**config.mk**
```make
export PLATFORM = sky130hd
export DESIGN_NAME = ysyx_22041207_lsu
export DESIGN_NICKNAME = d
export VERILOG_FILES = /design/src/rtl/ysyx_22041207_pkg.sv /design/src/rtl/ysyx_22041207_load_ext.sv /design/src/rtl/ysyx_22041207_lsu.sv
export SDC_FILE = /design/constraint.sdc
export NUM_CORES = 1
export LEC_CHECK = 0
export ABC_CLOCK_PERIOD_IN_PS = 2600
export BUFFER_PORTS_ARGS = -buffer_cell sky130_fd_sc_hd__buf_2
export CAP_MARGIN = 20
export CORE_ASPECT_RATIO = 2
export CORE_MARGIN = 8
export CORE_UTILIZATION = 25
export DETAILED_ROUTE_END_ITERATION = 10
export GPL_TIMING_DRIVEN = 1
export PLACE_DENSITY_LB_ADDON = 0.08
export SLEW_MARGIN = 10
export SYNTH_ARGS = -nofsm -noshare
export SYNTH_HDL_FRONTEND = slang
export SYNTH_SLANG_ARGS = --single-unit
```
**constraint.sdc**
```tcl
create_clock -name clk -period 2.6 [get_ports clk]
set_input_delay 0.13 -clock clk [delete_from_list [all_inputs] [get_ports clk]]
set_output_delay 0.13 -clock clk [all_outputs]
set_load 0.03 [all_outputs]
```
**src/rtl/ysyx_22041207_pkg.sv**
```systemverilog
// Shared core package: ALU opcodes, LSU FSM encoding and access-size constants.
package ysyx_22041207_pkg;

    // ALU operation select driven by the decoder
    typedef enum logic [3:0] {
        AluAdd,
        AluSub,
        AluAnd,
        AluOr,
        AluXor,
        AluSll,
        AluSrl,
        AluSra,
        AluSlt,
        AluSltu
    } alu_op_e;

    // Load/store unit controller states
    typedef enum logic [1:0] {
        StIdle,
        StReq,
        StWait,
        StResp
    } lsu_state_e;

    // Access sizes in bytes
    localparam logic [3:0] SizeByte   = 4'd1;
    localparam logic [3:0] SizeHalf   = 4'd2;
    localparam logic [3:0] SizeWord   = 4'd4;
    localparam logic [3:0] SizeDouble = 4'd8;

    // Number of bytes enabled in a store mask
    function automatic logic [3:0] popcount8(input logic [7:0] mask);
        logic [3:0] cnt;
        cnt = 4'd0;
        for (int i = 0; i < 8; i++) begin
            cnt = cnt + 4'(mask[i]);
        end
        return cnt;
    endfunction

endpackage

```
**src/rtl/ysyx_22041207_load_ext.sv**
```systemverilog
// Load data alignment: shifts the addressed bytes to bit 0, truncates to the
// access size and sign- or zero-extends to XLEN.
module ysyx_22041207_load_ext
    import ysyx_22041207_pkg::*;
#(
    parameter int XLEN = 64,
    parameter int OFFW = 3
) (
    input  logic [XLEN-1:0] rdata,
    input  logic [OFFW-1:0] offset,
    input  logic [3:0]      size,
    input  logic            sext,
    output logic [XLEN-1:0] data
);

    logic [XLEN-1:0] shifted;

    assign shifted = rdata >> {offset, 3'b000};

    // Truncate to the access size and extend
    always_comb begin
        data = shifted;
        case (size)
            SizeByte: data = sext ? {{(XLEN-8){shifted[7]}}, shifted[7:0]}
                                  : {{(XLEN-8){1'b0}}, shifted[7:0]};
            SizeHalf: data = sext ? {{(XLEN-16){shifted[15]}}, shifted[15:0]}
                                  : {{(XLEN-16){1'b0}}, shifted[15:0]};
            SizeWord: data = sext ? {{(XLEN-32){shifted[31]}}, shifted[31:0]}
                                  : {{(XLEN-32){1'b0}}, shifted[31:0]};
            default:  data = shifted;
        endcase
    end

endmodule

```
**src/rtl/ysyx_22041207_lsu.sv**
```systemverilog
// Load/store unit: accepts one access at a time from execute, drives an aligned
// memory bus request, and returns a one-cycle completion pulse to writeback.
// No-op and boundary-crossing accesses complete without touching the bus.
module ysyx_22041207_lsu
    import ysyx_22041207_pkg::*;
#(
    parameter int XLEN      = 64,
    parameter int BUS_BYTES = 8
) (
    input  logic            clk,
    input  logic            rst_n,
    input  logic            req_valid,
    output logic            req_ready,
    input  logic            req_ren,
    input  logic [7:0]      req_wmask,
    input  logic [3:0]      req_rnum,
    input  logic            req_sext,
    input  logic [XLEN-1:0] req_addr,
    input  logic [XLEN-1:0] req_wdata,
    output logic            mem_valid,
    input  logic            mem_ready,
    output logic [XLEN-1:0] mem_addr,
    output logic            mem_wen,
    output logic [7:0]      mem_wstrb,
    output logic [XLEN-1:0] mem_wdata,
    input  logic            mem_rvalid,
    input  logic [XLEN-1:0] mem_rdata,
    output logic            rsp_valid,
    output logic [XLEN-1:0] rsp_rdata,
    output logic            rsp_misalign
);

    localparam int OffW = $clog2(BUS_BYTES);

    lsu_state_e      state_q;
    logic            is_load_q;
    logic [OffW-1:0] offset_q;
    logic [3:0]      size_q;
    logic            sext_q;

    logic [OffW-1:0] off;
    logic            is_noop;
    logic [3:0]      size;
    logic [4:0]      span;
    logic            misalign;
    logic [XLEN-1:0] ld_data;

    // Request decode: loads win over a simultaneous store mask
    always_comb begin
        off      = req_addr[OffW-1:0];
        is_noop  = !req_ren && (req_wmask == 8'd0);
        size     = req_ren ? req_rnum : popcount8(req_wmask);
        span     = 5'(off) + 5'(size);
        misalign = !is_noop && (span > 5'(BUS_BYTES));
    end

    assign req_ready = (state_q == StIdle);

    ysyx_22041207_load_ext #(
        .XLEN (XLEN),
        .OFFW (OffW)
    ) u_load_ext (
        .rdata  (mem_rdata),
        .offset (offset_q),
        .size   (size_q),
        .sext   (sext_q),
        .data   (ld_data)
    );

    // Controller FSM with registered bus and response outputs
    always_ff @(posedge clk or negedge rst_n) begin
        if (!rst_n) begin
            state_q      <= StIdle;
            is_load_q    <= 1'b0;
            offset_q     <= '0;
            size_q       <= 4'd0;
            sext_q       <= 1'b0;
            mem_valid    <= 1'b0;
            mem_addr     <= '0;
            mem_wen      <= 1'b0;
            mem_wstrb    <= 8'd0;
            mem_wdata    <= '0;
            rsp_valid    <= 1'b0;
            rsp_rdata    <= '0;
            rsp_misalign <= 1'b0;
        end else begin
            case (state_q)
                StIdle: begin
                    if (req_valid) begin
                        is_load_q <= req_ren;
                        offset_q  <= off;
                        size_q    <= size;
                        sext_q    <= req_sext;
                        if (is_noop || misalign) begin
                            state_q      <= StResp;
                            rsp_valid    <= 1'b1;
                            rsp_rdata    <= '0;
                            rsp_misalign <= misalign;
                        end else begin
                            state_q   <= StReq;
                            mem_valid <= 1'b1;
                            mem_addr  <= {req_addr[XLEN-1:OffW], {OffW{1'b0}}};
                            mem_wen   <= !req_ren;
                            mem_wstrb <= req_ren ? 8'd0 : (req_wmask << off);
                            mem_wdata <= req_ren ? '0 : (req_wdata << {off, 3'b000});
                        end
                    end
                end
                StReq: begin
                    if (mem_ready) begin
                        mem_valid <= 1'b0;
                        mem_wen   <= 1'b0;
                        mem_wstrb <= 8'd0;
                        // Response may coincide with acceptance
                        if (mem_rvalid) begin
                            state_q   <= StResp;
                            rsp_valid <= 1'b1;
                            rsp_rdata <= is_load_q ? ld_data : '0;
                        end else begin
                            state_q <= StWait;
                        end
                    end
                end
                StWait: begin
                    if (mem_rvalid) begin
                        state_q   <= StResp;
                        rsp_valid <= 1'b1;
                        rsp_rdata <= is_load_q ? ld_data : '0;
                    end
                end
                StResp: begin
                    state_q      <= StIdle;
                    rsp_valid    <= 1'b0;
                    rsp_rdata    <= '0;
                    rsp_misalign <= 1'b0;
                end
                default: state_q <= StIdle;
            endcase
        end
    end

endmodule

```
==> results of run 1 <==
-- Yosys cell counts, types with 8 or more instances --
cell / count
nand2b_1: 11
dfrtp_1: 212
a211o_1: 8
inv_1: 24
buf_2: 30
mux2i_1: 75
o21a_1: 25
a22o_1: 48
o21ai_0: 99
buf_1: 16
a21oi_1: 52
o211ai_1: 12
nand2_1: 168
a22oi_1: 8
nor2_1: 68
a31oi_1: 8
clkbuf_1: 44
o22ai_1: 11
o31ai_1: 32
mux2_2: 144
a32oi_1: 8
mux4_2: 15
ha_1: 11
-- metal layers --
layer  wire [µm]  vias to the layer above
met5          12                        -
met4        1740                        2
met3        3780                       60
met2       29900                      401
met1       19800                     5519
li1            -                     5438
-- how the worst min path moves through the flow --
stage                            start            end  slack (ns)
after floorplan                  rst_n      is_load_q       -0.17
after global placement           rst_n   mem_wdata[5]        0.05
after detailed placement         rst_n   mem_wdata[0]        0.05
after CTS                 req_wdata[8]  mem_wdata[16]       0.003
after global routing      req_wdata[8]  mem_wdata[16]        0.05
final                            rst_n   mem_wdata[0]        0.04
-- area by class of cell --
type	count	area, µm²	share of cell area, %
well taps	638	798	4.45
flip-flops and latches	212	5310	29.6
diodes	3	7.51	0.0419
inverters	25	101	0.565
repair buffers	617	4440	24.8
clock inverters	9	140	0.782
multi-input cells	865	6440	36.0
clock buffers	36	677	3.78
-- kinds of logic after synthesis --
| group | share of synthesized area [%] |
|---|---|
| other | 0.0307 |
| XOR/XNOR | 0.143 |
| flip-flops | 43.4 |
| AND/OR/NAND/NOR | 9.33 |
| AO/OA/AOI/OAI | 18.4 |
| adder cells (fa/ha/maj) | 1.95 |
| multiplexers | 22.3 |
| buffers and inverters | 4.45 |
-- stage by stage --
stage               hold slack, ns  setup WS, ns
global route                0.0462         -1.87
CTS                        0.00297         -1.73
finish                      0.0402         -1.72
floorplan                   -0.166         -2.12
global placement            0.0509         -2.41
detailed placement          0.0533         -2.40
-- flip-flops by register name (all words and copies together) (netlist names) --
register,cells
rsp_valid,1
rsp_rdata,64
offset_q,3
sext_q,1
mem_wstrb,8
mem_wen,1
rsp_misalign,1
is_load_q,1
mem_valid,1
size_q,4
mem_addr,61
state_q,2
mem_wdata,64
-- power by group through the flow --
stage | clock (mW) | combinational (mW) | sequential (mW)
2_1_floorplan | 0 | 4.99 | 7.97
3_3_place_gp | 0 | 11.6 | 5.59
3_5_place_dp | 0 | 11.7 | 5.62
4_1_cts | 3.84 | 12.5 | 5.57
5_1_grt | 3.92 | 13.4 | 5.73
6_report | 3.66 | 12.5 | 5.54
-- timing repair --
action / CTS / global route
hold endpoints to repair: 262 / 0
hold buffers: 86 / 0
pin swaps: 3 / 3
buffers inserted: 8 / 7
cloned: 4 / 15
endpoints found under the setup margin: 202 / 202
gates resized for setup: 35 / 27
==> flow_summary.toml, run 1 <==
[sta]
rsz0062_at_grt = "true"
min_period_ns = 4.32
setup_viol_count_final = 202
finalSetupTns_ns = -326.17
slew_headroom_pct = 27.5
worst_pin_slew_ns = 1.08
fmax_mhz = 231
finClkSkew_ns = 0.0312
layout_setup_ws_ns = -1.72
finalCritPeriodShare_pct = 166
final-max-slew-violation-count = 0
finalHoldViolations = 0

[global_routing]
busiest_layer = "met2"
grt_pass1_wl_mm = 78.8
grt_overflow = 0
use_met3_pct = 4.13
use_met2_pct = 35.2
grt_max_degree = 83
grt_util_met1_pct = 19.3
grt_pass1_vias = 12248
grt_usage_pct = 18.5
antenna_found_initial = 5

[drt]
dr.pass1.iters = 5
vias = 11420
final_antenna_net_count = 0
wire_per_inst_um = 23.0
drc_errors = 0
wl_mm = 55.2
via_per_inst = 4.75
drt_iter0_drc = 578

[setup_path]
critical_path.max_stage_delay_ns = 0.55
slowest_stage = "fa_1"
cp_top_family = "adder cells"
cp_max_fo = 10
path_cells = "buf_8 > inv_8 > fa_1 > fa_1 > fa_1 > inv_2 > ha_4 > fa_2 > mux2_4 > fa_1 > nor2_2 > a311oi_2 > nor2_2 > o311a_4 > a211o_4 > bufbuf_16 > mux2_4"
startpoint = "req_wmask[3]"
worstReg2RegStart = "offset_q[0]"
crit_buf_inv = 4
crit_type = "in -> reg"
cp.depth = 17
ff2ff_setup_slack_ns = 0.18
reg2reg_depth = 7
reg2reg_to = "rsp_rdata[41]"
cp_common_cell = "fa_1"
endpoint = "rsp_rdata[15]"
cp.required_ns = 3.05
end_kind = "register"
crit_path_start_kind = "input pin"
critical_path_arrival_ns = 4.77

[yosys]
yosysTopAreaCell = "dfrtp_1"
synth_enable_flop_cells = 0
synthArstFlopShare_pct = 100
synth-seq-cells = 212
syn_inst = 1198
synth-seq-area-share_pct = 43.4
synth.area.top_cells = "dfrtp_1 (43%), mux2_2 (13%), mux2i_1 (6.1%)"
synth_ff_type = "dfrtp_1"
synth_warnings = 0
yosys.area.top_type_share_pct = 43.4
avgSynthCellArea_um2 = 10.2
yosysUniqueCellTypes = 58
netlist_area_um2 = 12200

[layout]
fillCellCount = 4940
syn2layout_area_growth_pct = 46.7
final_area_um2 = 17900
final_cell_mix = "buf_2 (408), dfrtp_1 (210), nand2_1 (168)"
final_common_cell = "buf_2"
nets = 1973
layoutNonFillerInstCount = 2405
drive_gt1_share_pct = 42.5
post-route-util_pct = 37.1

[placed_design]
port_buffers = 412
place_inst = 2238
placed_cell_area_um2 = 15500
gp_congestion = 0.860
dp_hpwl_mm = 42.0

[die]
die_area_um2 = 56600
core_um2 = 48400
ios = 416
die_x_um = 172
rows = 114
fp.dieH_um = 329
initial_utilization_pct = 25.3

[pwr]
p_per_area_nw_per_um2 = 1210
sw_frac_of_total_pct = 46.3
fin_total_pwr_mw = 21.7
power.share.sequential_pct = 25.6
intPower_mw = 11.6
leakage_nw = 8.75
ir_drop_mv = 0.737
comb_power_share_pct = 57.6
clock_power_share_pct = 16.9
net-switching-power_mw = 10.0

[flow_run]
drv_cap = 0

[clock_tree]
cts_buffer_depth = 3
cts_tree = "done"
cts_inserted_buffers = 25
clock_latency_ns = 0.57
clock_sinks = 212
cts.reportedPaths.clkPinSlew_ns = 0.07
htree_levels = 1
root_buffer = "clkbuf_16"

[status]
status = "complete, but fails checks"
violations = "negative setup slack"

[min_path]
hp-class = "in -> async"
Note: power is estimated with default switching activity, not from simulation.
==> run 2, diff against run 1 <==
--- a/config.mk
+++ b/config.mk
@@ -10,7 +10,7 @@
 export CAP_MARGIN = 20
 export CORE_ASPECT_RATIO = 2
 export CORE_MARGIN = 8
-export CORE_UTILIZATION = 25
+export CORE_UTILIZATION = 51
 export DETAILED_ROUTE_END_ITERATION = 10
 export GPL_TIMING_DRIVEN = 1
 export PLACE_DENSITY_LB_ADDON = 0.08
==> run 2 against run 1 <==
  * The run still ends with negative setup slack left
  * Clock skew is 0.013 ns lower
  * Routed wire length fell by 12%
  * Sequential cell count unchanged
  * Non-clock buffer count shrank 8
  * Sequential power grew 3%
  * Clock-buffer cell count fell by 5
  * Global-route usage grew 13 points
  * Largest power group unchanged
  * Highest routed layer is now met4
==> flow_summary.toml, run 2 (synthesis results as in run 1) <==
[status]
status = "complete, but fails checks"
violations = "negative setup slack"

[sta]
slew_headroom_pct = 24.6
finClkSkew_ns = 0.0184
worst_pin_slew_ns = 1.12
finalCritPeriodShare_pct = 171
rsz0062_at_grt = "true"
layout_setup_ws_ns = -1.84
finalHoldViolations = 0
min_period_ns = 4.44
final-max-slew-violation-count = 0
setup_viol_count_final = 202
fmax_mhz = 225

[setup_path]
path_cells = "buf_8 > inv_8 > fa_1 > fa_1 > fa_1 > inv_2 > ha_4 > fa_2 > mux2_4 > fa_1 > nor2_2 > a311oi_1 > nor2_1 > buf_4 > o311ai_4 > buf_6 > clkbuf_16 > mux2_2"
reg2reg_to = "rsp_rdata[48]"
end_kind = "register"
critical_path.max_stage_delay_ns = 0.56
cp.required_ns = 3.01
crit_path_start_kind = "input pin"
cp_max_fo = 7
ff2ff_setup_slack_ns = -0.16
endpoint = "mem_addr[42]"
cp_common_cell = "fa_1"
critical_path_arrival_ns = 4.85
slowest_stage = "fa_1"
worstReg2RegStart = "state_q[0]"
reg2reg_depth = 10
startpoint = "req_wmask[3]"
crit_type = "in -> reg"

[pwr]
p_per_area_nw_per_um2 = 1210
ir_drop_mv = 0.948
leakage_nw = 9.10
fin_total_pwr_mw = 22.2

[clock_tree]
cts_tree = "done"
cts.reportedPaths.clkPinSlew_ns = 0.07
clock_sinks = 212
cts_inserted_buffers = 21
htree_levels = 1
cts_buffer_depth = 3
clock_latency_ns = 0.52
root_buffer = "clkbuf_16"

[global_routing]
grt_overflow = 0
grt_pass1_vias = 12676
antenna_found_initial = 7
grt_pass1_wl_mm = 73.7
grt_usage_pct = 31.9
grt_max_degree = 101

[layout]
post-route-util_pct = 76.9
drive_gt1_share_pct = 49.1
final_cell_mix = "buf_2 (407), dfrtp_1 (210), nand2_1 (120)"
syn2layout_area_growth_pct = 49.3
seqCellArea_um2 = 5310
nets = 1961
reg.largest.list = "mem_wdata (64), rsp_rdata (64), mem_addr (61)"
fillCellCount = 1576
final_common_cell = "buf_2"
multi_input_comb_area_um2 = 7180

[drt]
drt_iter0_drc = 1053
via_per_inst = 5.92
wire_per_inst_um = 23.9
vias = 12100
drc_errors = 0
final_antenna_net_count = 0
wl_mm = 48.8
dr.pass1.iters = 5

[die]
ios = 416
die_area_um2 = 29500
die_x_um = 125
core_um2 = 23700
fp.dieH_um = 235
initial_utilization_pct = 51.5
rows = 80

[placed_design]
gp_congestion = 0.978
pre_cts_slack_ns = -2.34
port_buffers = 412
dp_hpwl_mm = 32.5

[flow_run]
drv_cap = 0

[min_path]
hp-class = "in -> reg"
run 2: worst min-delay path by stage:
stage	from	to	cells after the start	slack (ns)
3_5_place_dp	rst_n	rsp_rdata[43]	1	0.10
3_3_place_gp	rst_n	rsp_rdata[43]	1	0.10
5_1_grt	mem_rdata[62]	rsp_rdata[62]	4	0.04
6_report	req_wdata[9]	mem_wdata[17]	3	0.02
4_1_cts	mem_rdata[62]	rsp_rdata[62]	4	0.005
2_1_floorplan	rst_n	is_load_q	0	-0.17
run 2: power breakdown:
group          total [mW]  internal (mW)  switching [mW]  leakage, nW
logic                13.4           5.47            7.90         6.01
registers            5.68           4.68            1.01         2.76
clock network        3.11           1.78            1.33        0.329
run 2: final cells by class:
type,count,area share (%)
Sequential cell,212,29.1
Timing Repair Buffer,609,25.2
Tap cell,287,1.97
Clock inverter,6,0.473
Inverter,25,0.556
Antenna cell,8,0.110
Multi-Input combinational cell,865,39.4
Clock buffer,31,3.25
run 2: repair_timing:
item                       CTS  global route
resized for setup          204           103
hold buffers                73             0
setup endpoints to repair  203           204
hold endpoints to repair   137             0
gates cloned                23             3
buffers inserted            32            10
pin swaps                   56            34
run 2: routing by layer:
| layer | up-vias | track usage (%) | wire length (µm) |
|---|---|---|---|
| li1 | 5424 | - | - |
| met1 | 5914 | 31.8 | 16000 |
| met2 | 600 | 58.4 | 26200 |
| met3 | 162 | 6.49 | 3180 |
| met4 | 0 | 21.1 | 3340 |
| met5 | - | 0 | 0 |
run 2: critical path: cells and delay by family:
kind	cells	cell delay, ns
AOI/OAI and AO/OA	2	0.52
and+or+nand+nor	2	0.17
muxes	2	0.63
adders and majority gates	6	2.59
buffers and inverters	6	0.78
run 2: through the flow:
| stage | hold WS, ns | cell area (µm²) | TNS [ns] | cells |
|---|---|---|---|---|
| floorplan | -0.166 | 12300 | -395.79 | 1200 |
| global placement | 0.100 | 14900 | -454.36 | 1869 |
| detailed placement | 0.100 | 14900 | -458.24 | 1869 |
| CTS | 0.00492 | 17900 | -339.21 | 2034 |
| global route | 0.0394 | 18200 | -369.05 | 2042 |
| finish | 0.0248 | 18200 | -357.12 | 2043 |
